==> config.mk <==
export PLATFORM = sky130hd
export DESIGN_NAME = fifo_wr_arbiter
export DESIGN_NICKNAME = d
export VERILOG_FILES = /design/src/rtl/fifo_wr_arbiter_pkg.sv /design/src/rtl/fifo_wr_arbiter_rr_picker.sv /design/src/rtl/fifo_wr_arbiter.sv
export SDC_FILE = /design/constraint.sdc
export NUM_CORES = 1
export LEC_CHECK = 0
export CAP_MARGIN = 20
export CORE_MARGIN = 5
export CORE_UTILIZATION = 45
export DETAILED_ROUTE_END_ITERATION = 6
export HOLD_SLACK_MARGIN = 0.08
export PLACE_DENSITY = 0.86
export SYNTH_ARGS = -nofsm -noshare
export SYNTH_HDL_FRONTEND = slang
export SYNTH_SLANG_ARGS = --single-unit
==> constraint.sdc <==
create_clock -name clk_i -period 7.9 [get_ports clk_i]
set_input_delay 1.58 -clock clk_i [delete_from_list [all_inputs] [get_ports clk_i]]
set_output_delay 1.58 -clock clk_i [all_outputs]
set_load 0.02 [all_outputs]
==> src/rtl/fifo_wr_arbiter_pkg.sv <==
// Shared types and helpers for the FIFO write-port arbiter.
// Optional statistics counters are enabled by defining FIFO_WR_ARBITER_STATS_EN.
package fifo_arb_pkg;

    // Arbiter FSM states
    typedef enum logic [0:0] {
        ARB_IDLE  = 1'b0,
        ARB_BURST = 1'b1
    } arb_state_t;

    // Width of every statistics counter
    localparam int STAT_W = 16;

    // Number of bits needed to hold values 0..max_value (at least 1)
    function automatic int width_for(input int max_value);
        return (max_value < 2) ? 1 : $clog2(max_value + 1);
    endfunction

endpackage

==> src/rtl/fifo_wr_arbiter_rr_picker.sv <==
// Combinational round-robin picker: finds the first valid requester
// strictly after last_grant_i, wrapping modulo NUM_REQ.
module rr_picker
    import fifo_arb_pkg::*;
#(
    parameter int NUM_REQ = 4,
    parameter int IDX_W   = width_for(NUM_REQ - 1)
) (
    input  logic [NUM_REQ-1:0] valid_i,
    input  logic [IDX_W-1:0]   last_grant_i,
    output logic [NUM_REQ-1:0] pick_onehot_o,
    output logic [IDX_W-1:0]   pick_idx_o,
    output logic               any_valid_o
);

    // One extra bit so last_grant + offset (at most 2*NUM_REQ-1) never overflows
    logic [IDX_W:0] w_cand;
    logic           w_found;

    // Scan candidates in priority order and keep the first valid one
    always_comb begin
        pick_onehot_o = {NUM_REQ{1'b0}};
        pick_idx_o    = {IDX_W{1'b0}};
        w_found       = 1'b0;
        w_cand        = {(IDX_W+1){1'b0}};
        for (int i = 0; i < NUM_REQ; i++) begin
            w_cand = {1'b0, last_grant_i} + (IDX_W+1)'(i + 1);
            if (w_cand >= (IDX_W+1)'(NUM_REQ)) begin
                w_cand = w_cand - (IDX_W+1)'(NUM_REQ);
            end else begin
                w_cand = w_cand;
            end
            if (!w_found && valid_i[w_cand[IDX_W-1:0]]) begin
                pick_onehot_o[w_cand[IDX_W-1:0]] = 1'b1;
                pick_idx_o                       = w_cand[IDX_W-1:0];
                w_found                          = 1'b1;
            end else begin
                w_found = w_found;
            end
        end
        any_valid_o = |valid_i;
    end

endmodule

==> src/rtl/fifo_wr_arbiter.sv <==
// Round-robin arbiter sharing the FIFO write port between NUM_REQ packet
// streams. A grant is held for a whole packet or MAX_BURST accepted beats,
// followed by one idle cycle before the next arbitration.
// Define FIFO_WR_ARBITER_STATS_EN to add per-requester beat counters and a
// back-pressure stall counter.
module fifo_wr_arbiter
    import fifo_arb_pkg::*;
#(
    parameter int NUM_REQ   = 4,
    parameter int DSIZE     = 8,
    parameter int MAX_BURST = 64
) (
    input  logic                     clk_i,
    input  logic                     reset_i,
    input  logic [NUM_REQ-1:0]       req_valid_i,
    input  logic [NUM_REQ-1:0]       req_last_i,
    input  logic [NUM_REQ*DSIZE-1:0] req_data_i,
    output logic [NUM_REQ-1:0]       req_ready_o,
    input  logic                     fifo_full_i,
    output logic                     fifo_wr_en_o,
    output logic [DSIZE-1:0]         fifo_wr_data_o,
    output logic [NUM_REQ-1:0]       grant_o,
    output logic                     busy_o
`ifdef FIFO_WR_ARBITER_STATS_EN
    ,
    output logic [NUM_REQ*STAT_W-1:0] stat_beats_o,
    output logic [STAT_W-1:0]         stat_stall_o
`endif
);

    localparam int                IDX_W     = width_for(NUM_REQ - 1);
    localparam int                CNT_W     = width_for(MAX_BURST);
    localparam logic [CNT_W-1:0]  BURST_END = CNT_W'(MAX_BURST - 1);
    localparam logic [IDX_W-1:0]  IDX_LAST  = IDX_W'(NUM_REQ - 1);

    arb_state_t         r_state;
    logic [NUM_REQ-1:0] r_grant;
    logic [IDX_W-1:0]   r_last_grant;
    logic [CNT_W-1:0]   r_beat_cnt;

    logic [NUM_REQ-1:0] w_pick_onehot;
    logic [IDX_W-1:0]   w_pick_idx;
    logic               w_any_valid;
    logic               w_busy;
    logic               w_g_valid;
    logic               w_g_last;
    logic               w_accept;
    logic               w_burst_done;
    logic [DSIZE-1:0]   w_data;

    rr_picker #(
        .NUM_REQ (NUM_REQ),
        .IDX_W   (IDX_W)
    ) u_picker (
        .valid_i       (req_valid_i),
        .last_grant_i  (r_last_grant),
        .pick_onehot_o (w_pick_onehot),
        .pick_idx_o    (w_pick_idx),
        .any_valid_o   (w_any_valid)
    );

    // Granted requester's handshake and data, selected by the registered one-hot grant
    always_comb begin
        w_busy    = (r_state == ARB_BURST);
        w_g_valid = |(req_valid_i & r_grant);
        w_g_last  = |(req_last_i & r_grant);
        w_data    = {DSIZE{1'b0}};
        for (int k = 0; k < NUM_REQ; k++) begin
            if (r_grant[k]) begin
                w_data = w_data | req_data_i[k*DSIZE +: DSIZE];
            end else begin
                w_data = w_data;
            end
        end
        // A beat is only ever written while the FIFO reports space
        w_accept     = w_busy & w_g_valid & ~fifo_full_i;
        w_burst_done = w_accept & (w_g_last | (r_beat_cnt == BURST_END));
    end

    // Port-facing handshake outputs
    always_comb begin
        if (w_busy && !fifo_full_i) begin
            req_ready_o = r_grant;
        end else begin
            req_ready_o = {NUM_REQ{1'b0}};
        end
        fifo_wr_en_o   = w_accept;
        fifo_wr_data_o = w_data;
        grant_o        = r_grant;
        busy_o         = w_busy;
    end

    // Arbitration FSM: pick in IDLE, hold grant through the packet or burst limit
    always_ff @(posedge clk_i) begin
        if (reset_i) begin
            r_state      <= ARB_IDLE;
            r_grant      <= {NUM_REQ{1'b0}};
            r_last_grant <= IDX_LAST;
            r_beat_cnt   <= {CNT_W{1'b0}};
        end else begin
            case (r_state)
                ARB_IDLE: begin
                    if (w_any_valid) begin
                        r_state      <= ARB_BURST;
                        r_grant      <= w_pick_onehot;
                        r_last_grant <= w_pick_idx;
                        r_beat_cnt   <= {CNT_W{1'b0}};
                    end
                end
                ARB_BURST: begin
                    if (w_accept) begin
                        r_beat_cnt <= r_beat_cnt + CNT_W'(1);
                    end
                    if (w_burst_done) begin
                        r_state <= ARB_IDLE;
                        r_grant <= {NUM_REQ{1'b0}};
                    end
                end
                default: begin
                    r_state      <= ARB_IDLE;
                    r_grant      <= {NUM_REQ{1'b0}};
                    r_last_grant <= IDX_LAST;
                    r_beat_cnt   <= {CNT_W{1'b0}};
                end
            endcase
        end
    end

`ifdef FIFO_WR_ARBITER_STATS_EN
    logic [NUM_REQ*STAT_W-1:0] r_stat_beats;
    logic [STAT_W-1:0]         r_stat_stall;

    // Wrapping per-requester beat counters and saturating full-stall counter
    always_ff @(posedge clk_i) begin
        if (reset_i) begin
            r_stat_beats <= {(NUM_REQ*STAT_W){1'b0}};
            r_stat_stall <= {STAT_W{1'b0}};
        end else begin
            for (int k = 0; k < NUM_REQ; k++) begin
                if (w_accept && r_grant[k]) begin
                    r_stat_beats[k*STAT_W +: STAT_W] <= r_stat_beats[k*STAT_W +: STAT_W] + STAT_W'(1);
                end
            end
            if (w_busy && w_g_valid && fifo_full_i && (r_stat_stall != {STAT_W{1'b1}})) begin
                r_stat_stall <= r_stat_stall + STAT_W'(1);
            end
        end
    end

    assign stat_beats_o = r_stat_beats;
    assign stat_stall_o = r_stat_stall;
`endif

endmodule

=== Yosys cells after proc, flatten, opt, wreduce, memory -nomap -nowiden ===
Index checks and enable logic that the tools add are counted.

* $add $sub $neg: 9
* $lt $le $gt $ge: 12
* Equal/unequal tests: 4
* Mux-type cells: 45
* Bitwise logic cells: 14
* Reductions and logical operators: 18

{| class="wikitable"
|+ Operators with widths
! cell !! count
|-
| 2-to-1 mux 8 bit || 4
|-
| 2-to-1 mux 4 bit || 7
|-
| bitwise OR 8 bit || 3
|-
| 2-to-1 mux 2 bit || 8
|-
| 2-to-1 mux 7 bit || 2
|-
| one-hot mux 7 bit (2 select lines) || 1
|-
| 2-to-1 mux 1 bit || 13
|-
| >= comparator 3 bit, second input constant || 4
|-
| < comparator 2 x 3 -> 1 bit, second input constant || 4
|-
| bitwise OR 4 bit || 3
|-
| OR reduction 4 bit || 3
|-
| bitwise AND 4 bit || 2
|-
| binary-select mux 1 bit (select 2 bit) || 4
|-
| demux 1 bit (select 2 bit) || 4
|-
| >= comparator 2 x 1 -> 1 bit, second input constant || 4
|-
| logical AND 1 bit || 8
|-
| one-hot mux 4 bit (2 select lines) || 1
|-
| subtractor 2 x 1 -> 2 bit, second input constant || 4
|-
| adder 7 x 1 -> 7 bit, second input constant || 1
|-
| equality test 7 x 6 -> 1 bit, second input constant || 1
|-
| adder 2 x 2 -> 3 bit, second input constant || 2
|-
| AND reduction 2 bit || 3
|-
| logical NOT 1 bit || 4
|-
| != test 2 x 1 -> 1 bit, second input constant || 2
|-
| 7 further kinds || 10
|}

* Bits in registers: 14
* Bits of input ports: 43
* Output and inout port bits: 18
* Word-level logic and storage cells: 106

=== Logic depth before layout (Yosys ltp) ===
* Depth after elaboration: 17
* Gate-level depth with buffers: 8
* Gate-level depth less buffers: 6

=== Modules after synthesis ===
Synthesis repeated with hierarchy kept, for this count alone.

* Cell total of the unflattened synthesis: 190
* Area, all modules: 1559.0 sq um

{| class="wikitable"
|+ Modules (own cells, without submodules)
! module !! times used !! cells an instance !! area an instance (sq um) !! seq. area each (sq um)
|-
| fifo_wr_arbiter || 1 || 108 || 928.4 || 280.3
|-
| rr_picker || 1 || 82 || 630.6 || 0.0
|}

=== Least setup slack after synthesis ===
No wires, ideal clock.

* Path kind: input port to output port
* Start point: in req_valid_i[2]
* End point: out fifo_wr_en_o
* Data arrival time: 2.428 ns
* Data required time: 6.320 ns
* Slack: 3.892 ns
* Stages on the path: 4
* Path buffers: 1
* Path through: buf_2 -> a22oi_1 -> a21o_1 -> inv_1

* Word-level cells in the longest chain between the ends: 4

{| class="wikitable"
|+ Ends and longest elaborated chain
! item !! line !! RTL
|-
| start: declaration || fifo_wr_arbiter.sv:15 || <nowiki>input logic [NUM_REQ-1:0] req_valid_i,</nowiki>
|-
| bitwise AND 4 bit || fifo_wr_arbiter.sv:65 || <nowiki>w_g_valid = |(req_valid_i & r_grant);</nowiki>
|-
| OR reduction 4 bit || fifo_wr_arbiter.sv:65 ||
|-
| bitwise AND 1 bit (2 in a row) || fifo_wr_arbiter.sv:76 || <nowiki>w_accept = w_busy & w_g_valid & ~fifo_full_i;</nowiki>
|-
| end: declaration || fifo_wr_arbiter.sv:20 || <nowiki>output logic fifo_wr_en_o,</nowiki>
|}

Every way passes these cells.

=== Final worst setup path ===
Ends and elaborated chain as after synthesis.

==> results.tsv <==
stage	metric	value	unit
sta	fin_worst_skew	0.008816	ns
worst_hold_path	min_path_type	reg2reg	
logic_synthesis	synth_most_common_cell	a22oi_1	
logic_synthesis	ys_seq_area_share	21.13	%
worst_setup_path	end_kind	primary output	
sta	period_share	64.61	%
floorplan	num_io_pins	61	
logic_synthesis	yosys.area.top_type	dfxtp_1	
logic_synthesis	synth_top_area_share	21.13	%
drt	drt-initial-drc-count	95	
global_routing	grt_max_degree	16	
sta	setup_slack	2.796	ns
global_routing	first_global_vias	1400	
clock_network	cts_resized	0	
worst_setup_path	crit_chain	clkdlybuf4s50_1, a22oi_1, a21o_1, inv_1, clkdlybuf4s50_1	
power_and_ir_drop	p_seq_share	25.5	%
place	pre_cts_ws	2.830	ns
worst_setup_path	path_max_fanout	9	
logic_synthesis	synthArstFlopShare	0	%
logic_synthesis	synthTopCellsByArea	dfxtp_1, a22oi_1, ha_1, mux4_2, a21oi_1	
worst_setup_path	crit_cells	5	
logic_synthesis	yosys_register_bits	14	
drt	ant_nets	0	
clock_network	cts_max_path_buffers	2	
logic_synthesis	synth_xor_area_share	3.302	%
final_layout	area.growth.synth_to_final	46.23	%
clock_network	clkTransAtPathRegs	0.08	ns
worst_hold_path	holdPathStages	2	
power_and_ir_drop	pwr-share-clk	11.5	%
drt	drc	0	
power_and_ir_drop	p_sw_share	43.46	%
place	io_buffers	60	
final_layout	layout-drive-gt1-share	5.714	%
final_layout	final_area	1939	um2
clock_network	cts_tree	done	
place	dp_cells	237	
logic_synthesis	ys.flop_type	dfxtp_1	
worst_setup_path	r2r_slack	4.87	ns
logic_synthesis	synthSimpleGateAreaFrac	19.25	%
floorplan	die_x	64.29	um
worst_setup_path	crit_top_cell	clkdlybuf4s50_1	
floorplan	rows	19	
logic_synthesis	synth_top_family_by_area	compound AO/OA/AOI/OAI gates	
final_layout	nNetsFinal	263	
worst_setup_path	path_delay_family	buffers and inverters	
final_layout	diodes	0	
worst_setup_path	critPathBufInv	3	
logic_synthesis	ys_types	40	
sta	slew_violations	0	
power_and_ir_drop	p_leak	0.7287	nW
worst_setup_path	worstSetupPathType	in2out	
clock_network	numCtsBuffers	3	
final_layout	final_core_util	69.73	%
final_layout	instances_no_fill	241	
worst_setup_path	arrival	3.52	ns
drt	routed_wirelength	4048	um
power_and_ir_drop	cellPowerDensity	230.6	nW/um2
worst_setup_path	critPathMaxStageDelay	0.55	ns
logic_synthesis	synth_compound_area_share	32.08	%
floorplan	die-area	4133	um2
sta	hold_violations	0	
sta	rsz0062_at_grt	false	
sta	hold-worst-slack	0.4920	ns
logic_synthesis	syn-num-nets	210	
outcome	status	finished, final reports clean	
worst_setup_path	startpoint_type	primary input	
global_routing	grt_pass1_wl	6603	um
logic_synthesis	syn_area	1326	um2
drt	routedWlPerCell	16.80	um
place	place_area	1903	um2
worst_setup_path	worstRegToRegCells	6	
clock_network	ctsHoldBuffers	0	
logic_synthesis	yosysWarnings	0	
place	place_congestion	0.8927	
sta	worst_pin_slew	0.5710	ns
floorplan	start_util	47.68	%
clock_network	clk_latency	0.28	ns
clock_network	post-cts-setup-buffer-count	0	
sta	finalSetupViolCount	0	
drt	vias	1467	
power_and_ir_drop	p_sw	0.1944	mW
sta	finalSetupTns	0	ns
clock_network	root_buffer	clkbuf_4	
logic_synthesis	synth.avg_cell_area	8.394	um2
logic_synthesis	synth_commonest_cells	a22oi_1, dfxtp_1, nand2_1	
logic_synthesis	synth_edf_count	0	
worst_setup_path	critPathSlowestCell	clkdlybuf4s50_1	
sta	relSlewSlack	60.95	%
place	dp.final_hpwl	3098	um
clock_network	cts.sinks	14	
drt	vias_per_cell	6.087	
power_and_ir_drop	p_total	0.4473	mW
worst_setup_path	worst_ep_required_time	6.32	ns
sta	max_freq	195.9	MHz
sta	fin_crit	5.104	ns
drt	dr.pass1.iters	4	
global_routing	overflow	0	
final_layout	n_fill_cell	240	
power_and_ir_drop	ir_drop	175.9	uV
run	drv_cap	0	
logic_synthesis	synthMuxAreaShare	7.925	%
floorplan	core_area	2781	um2
floorplan	die_h	64.29	um
power_and_ir_drop	comb_power_share	63.0	%
global_routing	grt_use_total	19.16	%
clock_network	htree_levels	1	
logic_synthesis	synthAdderAreaFrac	8.491	%
global_routing	antenna_found_initial	0	
logic_synthesis	syn_inst	158	
power_and_ir_drop	p_int	0.2529	mW
-- layout make-up --
type / count / area [um2] / share of cell area [%]
timing repair buffer: 60 / 600.6 / 30.97
sequential: 14 / 280.3 / 14.45
inverter: 11 / 41.29 / 2.129
clock buffer: 4 / 36.28 / 1.871
multi-input combinational: 121 / 942.2 / 48.58
tap: 31 / 38.79 / 2.000
-- registers in the layout, indices dropped and copies added (netlist names) --
name and cells:
r_beat_cnt 7, grant_o 4, r_last_grant 2, busy_o 1
-- power by group through the flow --
| stage | clock network (mW) | logic, mW | registers (mW) |
|---|---|---|---|
| 4_1_cts | 0.0538 | 0.280 | 0.115 |
| 3_5_place_dp | 0 | 0.279 | 0.117 |
| 5_1_grt | 0.0564 | 0.305 | 0.119 |
| 3_3_place_gp | 0 | 0.273 | 0.115 |
| 6_report | 0.0514 | 0.282 | 0.114 |
| 2_1_floorplan | 0 | 0.203 | 0.101 |
-- worst register-to-register path: stages (launching register included) --
cell,delay [ns]
dfxtp_1,0.65
inv_1,0.21
ha_1,0.45
mux4_2,0.64
nor4b_4,0.51
nor4_1,0.10
or3_1,0.35
-- routing by layer --
metal  track usage, %  share of wire (%)
met1            25.61                 42
met2            31.22                 46
met3            3.152                 11
met4            6.107               0.84
met5                0                  0
-- cells by family (layout without fill, tap and decap cells) --
kind of cell | Yosys count | after routing
buffers and inverters | 23 | 75
flip-flops | 14 | 14
AND/OR/NAND/NOR | 44 | 44
multiplexers | 5 | 5
XOR/XNOR | 5 | 5
adder cells (fa/ha/maj) | 9 | 9
AO/OA/AOI/OAI | 58 | 58
-- cell usage in the layout, fill, tap and decap left out, types with 4 or more instances in the layout --
cell type,count
and2_1,4
a21oi_1,11
inv_1,11
a2111oi_0,4
nand3_1,4
dfxtp_1,14
nand2_1,13
nand3b_1,5
a22oi_1,20
xnor2_1,5
clkdlybuf4s50_1,60
a22o_1,4
ha_1,9
nor3_1,5
o21ai_0,5
a221oi_1,4
-- final timing paths --
kind	startpoint	end
setup / recovery	req_valid_i[2]	fifo_wr_en_o
hold / removal	r_beat_cnt[1]	r_beat_cnt[1]
setup reg to reg	r_last_grant[0]	r_last_grant[0]
hold reg to reg	r_beat_cnt[1]	r_beat_cnt[1]
No activity file was read; power rests on OpenSTA's default activity.
